`src/rtl/prog_mem_pp_pkg.sv`:
```
// Shared types and constants for the flash parallel-programming controller:
// command codes, XA strobe decode and the programming engine states.
package prog_mem_pp_pkg;

  localparam logic [7:0]  CMD_CHIP_ERASE  = 8'h80;
  localparam logic [7:0]  CMD_WRITE_FLASH = 8'h10;
  localparam logic [7:0]  CMD_READ_FLASH  = 8'h02;
  localparam logic [15:0] ERASED_WORD     = 16'hFFFF;

  typedef enum logic [1:0] {
    XA_ADDR = 2'b00,
    XA_DATA = 2'b01,
    XA_CMD  = 2'b10,
    XA_NOP  = 2'b11
  } xa_e;

  typedef enum logic [2:0] {
    IDLE       = 3'd0,
    ERASE_PG   = 3'd1,
    WRITE_PG   = 3'd2,
    CHIP_ERASE = 3'd3,
    WAIT       = 3'd4,
    READ       = 3'd5
  } eng_state_e;

endpackage

```
`src/rtl/prog_mem_pp_ctrl_if.sv`:
```
// Word-wide port between the programming controller and the flash array macro.
// Handshake: a synchronous array; mem_en&mem_we writes at the edge, mem_en&!mem_we
// returns mem_rdata the cycle after. No back-pressure: the array accepts every cycle.
interface prog_mem_pp_ctrl_if #(
  parameter int WA_W = 14
);
  logic            mem_en;
  logic            mem_we;
  logic [WA_W-1:0] mem_addr;
  logic [15:0]     mem_wdata;
  logic [15:0]     mem_rdata;

  modport master (output mem_en, mem_we, mem_addr, mem_wdata, input mem_rdata);
  modport slave  (input mem_en, mem_we, mem_addr, mem_wdata, output mem_rdata);
endinterface

```
`src/rtl/prog_mem_page_buf.sv`:
```
// Page buffer: PAGE_WORDS x 16 registers with indexed write, combinational
// indexed read, and a synchronous fill to the erased value.
module prog_mem_page_buf
  import prog_mem_pp_pkg::*;
#(
  parameter  int PAGE_WORDS = 64,
  localparam int IW         = $clog2(PAGE_WORDS)
) (
  input  logic          clk,
  input  logic          rst_n,
  input  logic          fill,
  input  logic          we,
  input  logic [IW-1:0] widx,
  input  logic [15:0]   wdata,
  input  logic [IW-1:0] ridx,
  output logic [15:0]   rdata
);
  logic [15:0] words [PAGE_WORDS];

  always_ff @(posedge clk) begin
    if (!rst_n || fill) begin
      for (int i = 0; i < PAGE_WORDS; i++) words[i] <= ERASED_WORD;
    end else if (we) begin
      words[widx] <= wdata;
    end
  end

  assign rdata = words[ridx];
endmodule

```
`src/rtl/prog_mem_pp_ctrl.sv`:
```
// Parallel-programming controller: decodes the XA/BS1/XTAL1/WR/OE strobes, runs
// page erase+write, chip erase and byte read, and shares the array port with fetch.
module prog_mem_pp_ctrl
  import prog_mem_pp_pkg::*;
#(
  parameter int PAGES           = 256,
  parameter int PAGE_WORDS      = 64,
  parameter int NRWW_FIRST_PAGE = 224,
  parameter int PROG_WAIT       = 32,
  parameter int WA_W            = $clog2(PAGES * PAGE_WORDS)
) (
  input  logic               clk,
  input  logic               rst_n,
  input  logic               pp_xtal1,
  input  logic [1:0]         pp_xa,
  input  logic               pp_bs1,
  input  logic               pp_wr_n,
  input  logic               pp_oe_n,
  input  logic [7:0]         pp_din,
  output logic [7:0]         pp_dout,
  output logic               pp_dout_en,
  output logic               rdy,
  input  logic [WA_W-1:0]    pc,
  input  logic               pc_rd,
  output logic [15:0]        instr,
  output logic               instr_valid,
  output logic               rww_busy,
  prog_mem_pp_ctrl_if.master mem,
  output eng_state_e         dbg_state
);
  localparam int ARRAY_WORDS = PAGES * PAGE_WORDS;
  localparam int IW          = $clog2(PAGE_WORDS);
  localparam int PG_W        = WA_W - IW;
  localparam int CNT_W       = (WA_W > $clog2(PROG_WAIT) + 1) ? WA_W : $clog2(PROG_WAIT) + 1;

  eng_state_e       state, state_n;
  logic             xtal1_q, wr_n_q, xtal_rise, wr_fall;
  logic [7:0]       cmd, dlo;
  logic [15:0]      addr;
  logic [WA_W-1:0]  word_addr;
  logic [PG_W-1:0]  page_q;
  logic             op_chip, busy, page_rww, pc_rww, stall;
  logic [CNT_W-1:0] cnt;
  logic             cnt_clr, cnt_inc, wait_done, eng_start;
  logic             eng_we, eng_rd, rd_issue, rd_pend, fetch_go, fetch_pend;
  logic [WA_W-1:0]  eng_addr;
  logic [15:0]      eng_wdata, buf_rdata, rd_data;
  logic             load_en, buf_we;

  assign xtal_rise = pp_xtal1 & ~xtal1_q;
  assign wr_fall   = ~pp_wr_n & wr_n_q;
  assign word_addr = WA_W'(32'(addr) % ARRAY_WORDS);
  assign busy      = state inside {ERASE_PG, WRITE_PG, CHIP_ERASE, WAIT};
  assign page_rww  = int'(page_q) < NRWW_FIRST_PAGE;
  assign pc_rww    = int'(pc[WA_W-1:IW]) < NRWW_FIRST_PAGE;
  assign rww_busy  = busy & (op_chip | page_rww);
  // An RWW-page operation blocks only RWW fetches; NRWW or chip operations block all.
  assign stall     = busy & (op_chip | ~page_rww | pc_rww);
  assign fetch_go  = pc_rd & ~stall & ~fetch_pend & ~instr_valid;
  assign rd_issue  = eng_rd & ~fetch_go;
  assign rdy       = ~busy;
  assign load_en   = xtal_rise & rdy & ~eng_start;
  assign buf_we    = load_en & (xa_e'(pp_xa) == XA_DATA) & pp_bs1;
  assign pp_dout_en = ~pp_oe_n & (cmd == CMD_READ_FLASH);
  assign pp_dout    = pp_bs1 ? rd_data[15:8] : rd_data[7:0];
  assign dbg_state  = state;

  prog_mem_page_buf #(.PAGE_WORDS(PAGE_WORDS)) u_buf (
    .clk   (clk),
    .rst_n (rst_n),
    .fill  (wait_done),
    .we    (buf_we),
    .widx  (addr[IW-1:0]),
    .wdata ({pp_din, dlo}),
    .ridx  (cnt[IW-1:0]),
    .rdata (buf_rdata)
  );

  always_ff @(posedge clk) begin
    if (!rst_n) state <= IDLE;
    else        state <= state_n;
  end

  always_comb begin
    state_n   = state;
    cnt_clr   = 1'b0;
    cnt_inc   = 1'b0;
    wait_done = 1'b0;
    eng_start = 1'b0;
    eng_we    = 1'b0;
    eng_rd    = 1'b0;
    eng_wdata = ERASED_WORD;
    eng_addr  = {page_q, cnt[IW-1:0]};
    unique case (state)
      IDLE: begin
        eng_addr = word_addr;
        if (wr_fall && (cmd == CMD_WRITE_FLASH || cmd == CMD_CHIP_ERASE)) begin
          eng_start = 1'b1;
          cnt_clr   = 1'b1;
          state_n   = (cmd == CMD_WRITE_FLASH) ? ERASE_PG : CHIP_ERASE;
        end else if (pp_dout_en) begin
          eng_rd  = 1'b1;
          state_n = READ;
        end
      end
      READ: begin
        eng_addr = word_addr;
        if (pp_dout_en) eng_rd  = 1'b1;
        else            state_n = IDLE;
      end
      ERASE_PG, WRITE_PG: begin
        eng_we = 1'b1;
        if (state == WRITE_PG) eng_wdata = buf_rdata;
        if (!fetch_go) begin
          if (cnt[IW-1:0] == IW'(PAGE_WORDS - 1)) begin
            cnt_clr = 1'b1;
            state_n = (state == ERASE_PG) ? WRITE_PG : WAIT;
          end else begin
            cnt_inc = 1'b1;
          end
        end
      end
      CHIP_ERASE: begin
        eng_we   = 1'b1;
        eng_addr = cnt[WA_W-1:0];
        if (!fetch_go) begin
          if (cnt == CNT_W'(ARRAY_WORDS - 1)) begin
            cnt_clr = 1'b1;
            state_n = WAIT;
          end else begin
            cnt_inc = 1'b1;
          end
        end
      end
      WAIT: begin
        if (cnt == CNT_W'(PROG_WAIT - 1)) begin
          wait_done = 1'b1;
          state_n   = IDLE;
        end else begin
          cnt_inc = 1'b1;
        end
      end
      default: state_n = IDLE;
    endcase
  end

  // Fetch wins the port; the engine only uses cycles fetch leaves free.
  always_comb begin
    mem.mem_en    = 1'b0;
    mem.mem_we    = 1'b0;
    mem.mem_addr  = pc;
    mem.mem_wdata = eng_wdata;
    if (fetch_go) begin
      mem.mem_en = rst_n;
    end else if (eng_we || eng_rd) begin
      mem.mem_en   = rst_n;
      mem.mem_we   = eng_we;
      mem.mem_addr = eng_addr;
    end
  end

  always_ff @(posedge clk) begin
    if (!rst_n) begin
      xtal1_q     <= 1'b1;
      wr_n_q      <= 1'b0;
      cmd         <= 8'h00;
      addr        <= 16'h0000;
      dlo         <= 8'h00;
      cnt         <= '0;
      page_q      <= '0;
      op_chip     <= 1'b0;
      fetch_pend  <= 1'b0;
      instr       <= 16'h0000;
      instr_valid <= 1'b0;
      rd_pend     <= 1'b0;
      rd_data     <= 16'h0000;
    end else begin
      xtal1_q     <= pp_xtal1;
      wr_n_q      <= pp_wr_n;
      fetch_pend  <= fetch_go;
      instr_valid <= fetch_pend;
      rd_pend     <= rd_issue;
      if (fetch_pend) instr   <= mem.mem_rdata;
      if (rd_pend)    rd_data <= mem.mem_rdata;
      if (cnt_clr)      cnt <= '0;
      else if (cnt_inc) cnt <= cnt + 1'b1;
      if (eng_start) begin
        page_q  <= word_addr[WA_W-1:IW];
        op_chip <= (cmd == CMD_CHIP_ERASE);
      end
      if (load_en) begin
        case (xa_e'(pp_xa))
          XA_CMD:  cmd <= pp_din;
          XA_ADDR: if (pp_bs1) addr[15:8] <= pp_din; else addr[7:0] <= pp_din;
          XA_DATA: if (!pp_bs1) dlo <= pp_din;
          default: ;
        endcase
      end
    end
  end
endmodule

```
`src/flat_wrapper.sv`:
```
// flat-port wrapper written by rule: the top's interface ports become plain ports
module prog_mem_pp_ctrl_flat import prog_mem_pp_pkg::*;
#(
  parameter int PAGES           = 256,
  parameter int PAGE_WORDS      = 64,
  parameter int NRWW_FIRST_PAGE = 224,
  parameter int PROG_WAIT       = 32,
  parameter int WA_W            = $clog2(PAGES * PAGE_WORDS)
)
  (clk, rst_n, pp_xtal1, pp_xa, pp_bs1, pp_wr_n, pp_oe_n, pp_din, pp_dout, pp_dout_en, rdy, pc, pc_rd, instr, instr_valid, rww_busy, dbg_state, mem_mem_en, mem_mem_we, mem_mem_addr, mem_mem_wdata, mem_mem_rdata);
  prog_mem_pp_ctrl_if #(.WA_W(WA_W)) mem_i ();
  input  logic clk;
  input  logic rst_n;
  input  logic pp_xtal1;
  input  logic [1:0] pp_xa;
  input  logic pp_bs1;
  input  logic pp_wr_n;
  input  logic pp_oe_n;
  input  logic [7:0] pp_din;
  output logic [7:0] pp_dout;
  output logic pp_dout_en;
  output logic rdy;
  input  logic [WA_W-1:0] pc;
  input  logic pc_rd;
  output logic [15:0] instr;
  output logic instr_valid;
  output logic rww_busy;
  output eng_state_e dbg_state;
  output wire logic [$bits(mem_i.mem_en)-1:0] mem_mem_en;
  output wire logic [$bits(mem_i.mem_we)-1:0] mem_mem_we;
  output wire logic [$bits(mem_i.mem_addr)-1:0] mem_mem_addr;
  output wire logic [$bits(mem_i.mem_wdata)-1:0] mem_mem_wdata;
  input wire logic [$bits(mem_i.mem_rdata)-1:0] mem_mem_rdata;
  assign mem_mem_en = mem_i.mem_en;
  assign mem_mem_we = mem_i.mem_we;
  assign mem_mem_addr = mem_i.mem_addr;
  assign mem_mem_wdata = mem_i.mem_wdata;
  assign mem_i.mem_rdata = mem_mem_rdata;
  prog_mem_pp_ctrl #(.PAGES(PAGES), .PAGE_WORDS(PAGE_WORDS), .NRWW_FIRST_PAGE(NRWW_FIRST_PAGE), .PROG_WAIT(PROG_WAIT), .WA_W(WA_W)) u_core (.clk(clk), .rst_n(rst_n), .pp_xtal1(pp_xtal1), .pp_xa(pp_xa), .pp_bs1(pp_bs1), .pp_wr_n(pp_wr_n), .pp_oe_n(pp_oe_n), .pp_din(pp_din), .pp_dout(pp_dout), .pp_dout_en(pp_dout_en), .rdy(rdy), .pc(pc), .pc_rd(pc_rd), .instr(instr), .instr_valid(instr_valid), .rww_busy(rww_busy), .mem(mem_i), .dbg_state(dbg_state));
endmodule
```
`config.mk`:
```
export PLATFORM = sky130hd
export DESIGN_NAME = prog_mem_pp_ctrl_flat
export DESIGN_NICKNAME = d
export VERILOG_FILES = /design/src/rtl/prog_mem_pp_pkg.sv /design/src/rtl/prog_mem_pp_ctrl_if.sv /design/src/rtl/prog_mem_page_buf.sv /design/src/rtl/prog_mem_pp_ctrl.sv /design/src/flat_wrapper.sv
export SDC_FILE = /design/constraint.sdc
export NUM_CORES = 2
export LEC_CHECK = 0
export ABC_AREA = 0
export ABC_CLOCK_PERIOD_IN_PS = 9250
export CORE_MARGIN = 1
export CORE_UTILIZATION = 40
export CTS_BUF_LIST = sky130_fd_sc_hd__clkbuf_16
export DETAILED_ROUTE_END_ITERATION = 8
export PLACE_DENSITY = 0.64
export SKIP_LAST_GASP = 1
export SLEW_MARGIN = 5
export SYNTH_ARGS = -nofsm -noshare
export SYNTH_HDL_FRONTEND = slang
export SYNTH_HIERARCHICAL = 1
export SYNTH_SLANG_ARGS = --single-unit
export TNS_END_PERCENT = 1
```
`constraint.sdc`:
```
create_clock -name clk -period 9.25 [get_ports clk]
set_clock_uncertainty 0.15 [all_clocks]
set_input_delay 1.3875 -clock clk [delete_from_list [all_inputs] [get_ports clk]]
set_output_delay 1.3875 -clock clk [all_outputs]
set_load 0.02 [all_outputs]
```
After elaboration in Yosys (flattened, before gate mapping):

Memories as Yosys holds them, arrays and structs flattened. A register that Yosys moved wholly into a read port is not among the register bits.
Index checks and enable logic that the tools add are counted.

* mux-type cells: 50
* reduce and logical (&&, ||, !) cells: 18
* bitwise gates (word level): 28
* eq/ne operators: 20
* $add $sub $neg: 1
* $lt $le $gt $ge: 2

Operators by type and width (count)
* two-way mux 16 bit: 3
* two-way mux 14 bit: 2
* one-hot mux 14 bit (2 select lines): 1
* two-way mux 3 bit: 9
* two-way mux 1 bit: 26
* two-way mux 6 bit: 3
* < comparator 8 bit, second input constant: 2
* OR reduction 16 bit: 1
* one-hot mux 3 bit (5 select lines): 1
* adder 14 x 1 -> 14 bit, second input constant: 1
* equality test 14 bit, second input constant: 1
* equality test 14 x 5 -> 1 bit, second input constant: 1
* bitwise AND 1 bit: 13
* inverter 1 bit: 12
* inequality test 2 bit, second input constant: 5
* AND reduction 3 bit: 3
* equality test 8 x 2 -> 1 bit, second input constant: 1
* equality test 8 x 5 -> 1 bit, second input constant: 1
* equality test 8 bit, second input constant: 1
* two-way mux 8 bit: 1
* AND reduction 7 bit: 1
* equality test 3 x 2 -> 1 bit, second input constant: 2
* equality test 3 bit, second input constant: 2
* equality test 6 bit, second input constant: 1
* other kinds (18): 25

* output and inout port bits: 63
* bits in writable memories: 1024
* flip-flop bits (word level): 93
* memories: 1
* logic and storage cells: 135

Memories
* u_core.u_buf.words: depth 64, width 16, rd ports 1, clocked after Yosys merged registers in 1, write ports 64, RTL line prog_mem_page_buf.sv:18 `logic [15:0] words [PAGE_WORDS];`

Logic depth before layout (Yosys ltp):

* depth after elaboration: 14
* mapped depth: 12

Modules after synthesis:

The synthesis kept the hierarchy.

By module, submodules not included
* prog_mem_page_buf: seq. area each 30749.5 um^2, cells an instance 3064, area each 46956.3 um^2, instances 1
* prog_mem_pp_ctrl: seq. area each 1861.8 um^2, cells an instance 497, area each 4753.3 um^2, instances 1

Least setup slack after synthesis:

Ideal clock, no wire load.

* path type: input to register
* from: in pp_wr_n
* to: mem u_core.u_buf.words[21][0], enable pin
* path buffers: 4
* arrival time: 4486 ps
* setup slack: 4203 ps
* data required time: 8689 ps
* setup time: 411 ps
* cell stages on the path: 11
* cell sequence: nor4b_1 nand4_1 clkbuf_1 nand2_1 nor3_1 nand2_1 or3_1 buf_2 clkbuf_1 clkbuf_1 o21ai_0

RTL lines
* start: declaration: RTL line flat_wrapper.sv:17 `input logic pp_wr_n;`
* end: declaration: RTL line prog_mem_page_buf.sv:18

==> results.toml <==
[setup_path]
regToRegSetupSlack_ns = 4.04
critical_path.endpoint_type = "primary output"
critPathLaunchType = "flop"
critPathRequiredTime_ns = 7.71
cp-endpoint = "mem_mem_wdata[2]"
cp-startpoint = "u_core/cnt[1]"
critical_path_class = "reg -> out"
worst-endpoint-arrival_ns = 5.04
rr_startpoint = "u_core/cnt[1]"
r2r_cells = 9
timing.rr.end = "u_core/u_buf/words[49][10]"
critPathMaxFanout = 52

[place]
hpwlAfterDp_mm = 81.1
dp.cells = 5001
port_buffers = 109
gp_congestion = 0.895

[clock_network]
cts.repair.resized = 0
cts_hold_buf = 0
cts_setup_buffers = 0
clkLatencyLatePin_ns = 0.73
cts_tree = "yes"
clock_path_buffers = 3
clk_root_buffer_cell = "clkbuf_16"
cts_inserted_buffers = 113
cts.sink_count = 1117
path_clk_slew_ns = 0.06
cts-htree-levels = 3

[timing]
layout_min_cycle_time_ns = 6.57
tightest_slew_ns = 1.28
maxSlewViolCount = 0
final_hold_viol_count = 0
min_period_over_period = 0.711
relSlewSlack = 0.140
rsz0062_at_grt = "false"
setup_viol = 0
setup_tns_ns = 0
fmax_mhz = 152

[route]
finalWirelength_mm = 142
drt-wirelength-per-cell_um = 27.2
wl_met1_mm = 59.9
drt_iter0_drc = 3672
antenna_left = 0
via_count = 31100
drt-pass1-iter-count = 6
avgViaCountPerCell = 5.96
top_layer = "met4"
dr_wl_met3_mm = 11.5
drc = 0
dr_wl_met2_mm = 67.0

[logic_synthesis]
synth_cell_type_count = 67
syn_avg_cell_area_um2 = 14.5
syn-num-nets = 3609
ys_warn_count = 6
ys_seq_elements = 1117
synth-main-ff-cell = "edfxtp_1"
synth.cell_area_um2 = 51700
synth_edf_count = 1024
async_flop_share = 0
syn_inst = 3561
yosysSeqAreaShare = 0.631

[pwr]
p_seq_frac = 0.524
internal_power_w = 0.00827
combinationalPowerShare = 0.028
power.density_nw_per_um2 = 182
ir_worst_vdd_uv = 187
pwr-share-clk = 0.448
p_sw_frac = 0.213
p_sw_w = 0.00224
power.leakage_nw = 13.6

[global_route]
grt_pass1_vias = 30600
overflow = 0
gr-usage-all-layers = 0.215
antenna_found_initial = 1
grt_max_degree = 129
grt_pass1_wl_mm = 209

[finish]
syn2layout_area_growth_pct = 11.8
nets = 3502
nFillCells = 11000
final_cell_mix = "1,024 x edfxtp_1, 773 x or3_1, 258 x or2_2, 253 x mux4_2, 127 x mux2i_1"
drive_gt1_frac = 0.240
final_common_cell = "edfxtp_1"
fin_cells = 5222

[die]
dieArea_um2 = 131000
pin_count = 110
initial_core_util = 0.404
die_w_um = 362
core.rowCount = 131
die_y_um = 362
core_area_um2 = 128000

[run_status]
outcome = "finished clean"

[job]
drv_cap = 0

[worst_hold_path]
hold_class = "reg -> reg"
-- per-layer routing --
layer,vias up,track usage
li1,13600,-
met1,16100,0.298
met2,1280,0.340
met3,220,0.0463
met4,0,0.0607
met5,-,0
-- per-stage QoR --
step                      utilization  hold slack, ns  instance area [µm²]  setup slack (ns)  total power (W)
final                           0.452           0.326                57800              2.68           0.0105
after global routing            0.452           0.355                57800              2.44           0.0108
after CTS                       0.452           0.324                57800              2.75           0.0106
after detailed placement        0.422           0.316                54000              3.11          0.00591
after global placement          0.422           0.304                54000              3.06          0.00591
after floorplan                     -           0.292                51700              4.20          0.00576
-- logic make-up (layout without fill, tap and decap cells) --
family / Yosys count / after routing / synth area share
muxes: 420 / 420 / 0.143
adders and majority gates: 1 / 1 / 0.000242
AOI/OAI and AO/OA: 231 / 231 / 0.0297
xor gates and xnor gates: 2 / 2 / 0.000339
DFF: 1117 / 1117 / 0.631
buffers and inverters: 436 / 426 / 0.0352
other: 0 / 9 / 0
and+or+nand+nor: 1354 / 1354 / 0.160
-- Yosys cell counts, drive strengths merged (5+ instances only) --
cell / instances / share of area
nand3: 18 / 0.0018
nor3b: 5 / 0.00073
o21ai: 55 / 0.0053
o22ai: 48 / 0.0058
nand2: 79 / 0.0057
buf: 87 / 0.0099
dfxtp: 93 / 0.036
nor3: 8 / 0.00087
nand2b: 23 / 0.0028
o31ai: 11 / 0.0016
and3: 6 / 0.00073
a211oi: 7 / 0.0013
and2: 13 / 0.0016
a21oi: 20 / 0.0019
nor2b: 74 / 0.0090
nand3b: 7 / 0.0010
a21boi: 10 / 0.0015
mux2i: 127 / 0.025
nor2: 25 / 0.0020
clkbuf: 343 / 0.025
or2: 258 / 0.031
nand4: 10 / 0.0012
inv: 6 / 0.00044
mux2: 40 / 0.0087
edfxtp: 1024 / 0.59
or4: 13 / 0.0020
and4: 9 / 0.0015
a22oi: 43 / 0.0062
mux4: 253 / 0.11
nor4: 19 / 0.0024
or3: 776 / 0.094
a21o: 9 / 0.0013
a22o: 8 / 0.0014
-- worst max-delay path, stage by stage (launching register included) --
cell and delay (ns):
dfxtp_4 0.73, buf_4 0.78, mux4_2 0.42, a22oi_1 0.24, nand2_1 0.17, a211oi_1 1.08, a21oi_1 0.12, nand2b_1 0.21
clkdlybuf4s50_1 0.54
-- how the worst min path moves through the flow --
| stage | endpoint | slack (ns) | start | depth (start not counted) |
|---|---|---|---|---|
| finish | u_core/page_q[4] | 0.33 | u_core/page_q[4] | 2 |
| floorplan | u_core/page_q[4] | 0.29 | u_core/page_q[4] | 2 |
| detailed placement | u_core/page_q[1] | 0.32 | u_core/page_q[1] | 2 |
| global placement | u_core/page_q[1] | 0.30 | u_core/page_q[1] | 2 |
| global route | u_core/page_q[1] | 0.35 | u_core/page_q[1] | 2 |
| CTS | u_core/page_q[1] | 0.32 | u_core/page_q[1] | 2 |
-- layout make-up --
type | count | area [µm²] | share of cell area
diodes | 9 | 22.5 | 0.000390
clock buffers | 113 | 2830 | 0.0489
clock inverters | 99 | 990 | 0.0171
inverters | 6 | 22.5 | 0.000390
multi-input cells | 2008 | 17400 | 0.300
flip-flops and latches | 1117 | 32600 | 0.565
well taps | 1662 | 2080 | 0.0360
repair buffers | 208 | 1850 | 0.0320
-- power groups by stage --
stage                     Clock [W]  Combinational, W  Sequential, W
after floorplan                   0          0.000146        0.00562
after global placement            0          0.000293        0.00561
after detailed placement          0          0.000297        0.00561
after CTS                   0.00478          0.000298        0.00551
after global routing        0.00495          0.000315        0.00550
final                       0.00471          0.000298        0.00551
-- sequential cells by signal, indices dropped and copies added, names as in the netlist, 3 cells and up --
| register | flops |
|---|---|
| u_core/dbg_state | 3 |
| u_core/cmd | 8 |
| u_core/addr | 14 |
| u_core/cnt | 14 |
| u_core/u_buf/words | 1024 |
| u_core/dlo | 8 |
| u_core/page_q | 8 |
| u_core/instr | 16 |
| u_core/rd_data | 16 |
No activity file was read; power rests on OpenSTA's default activity.
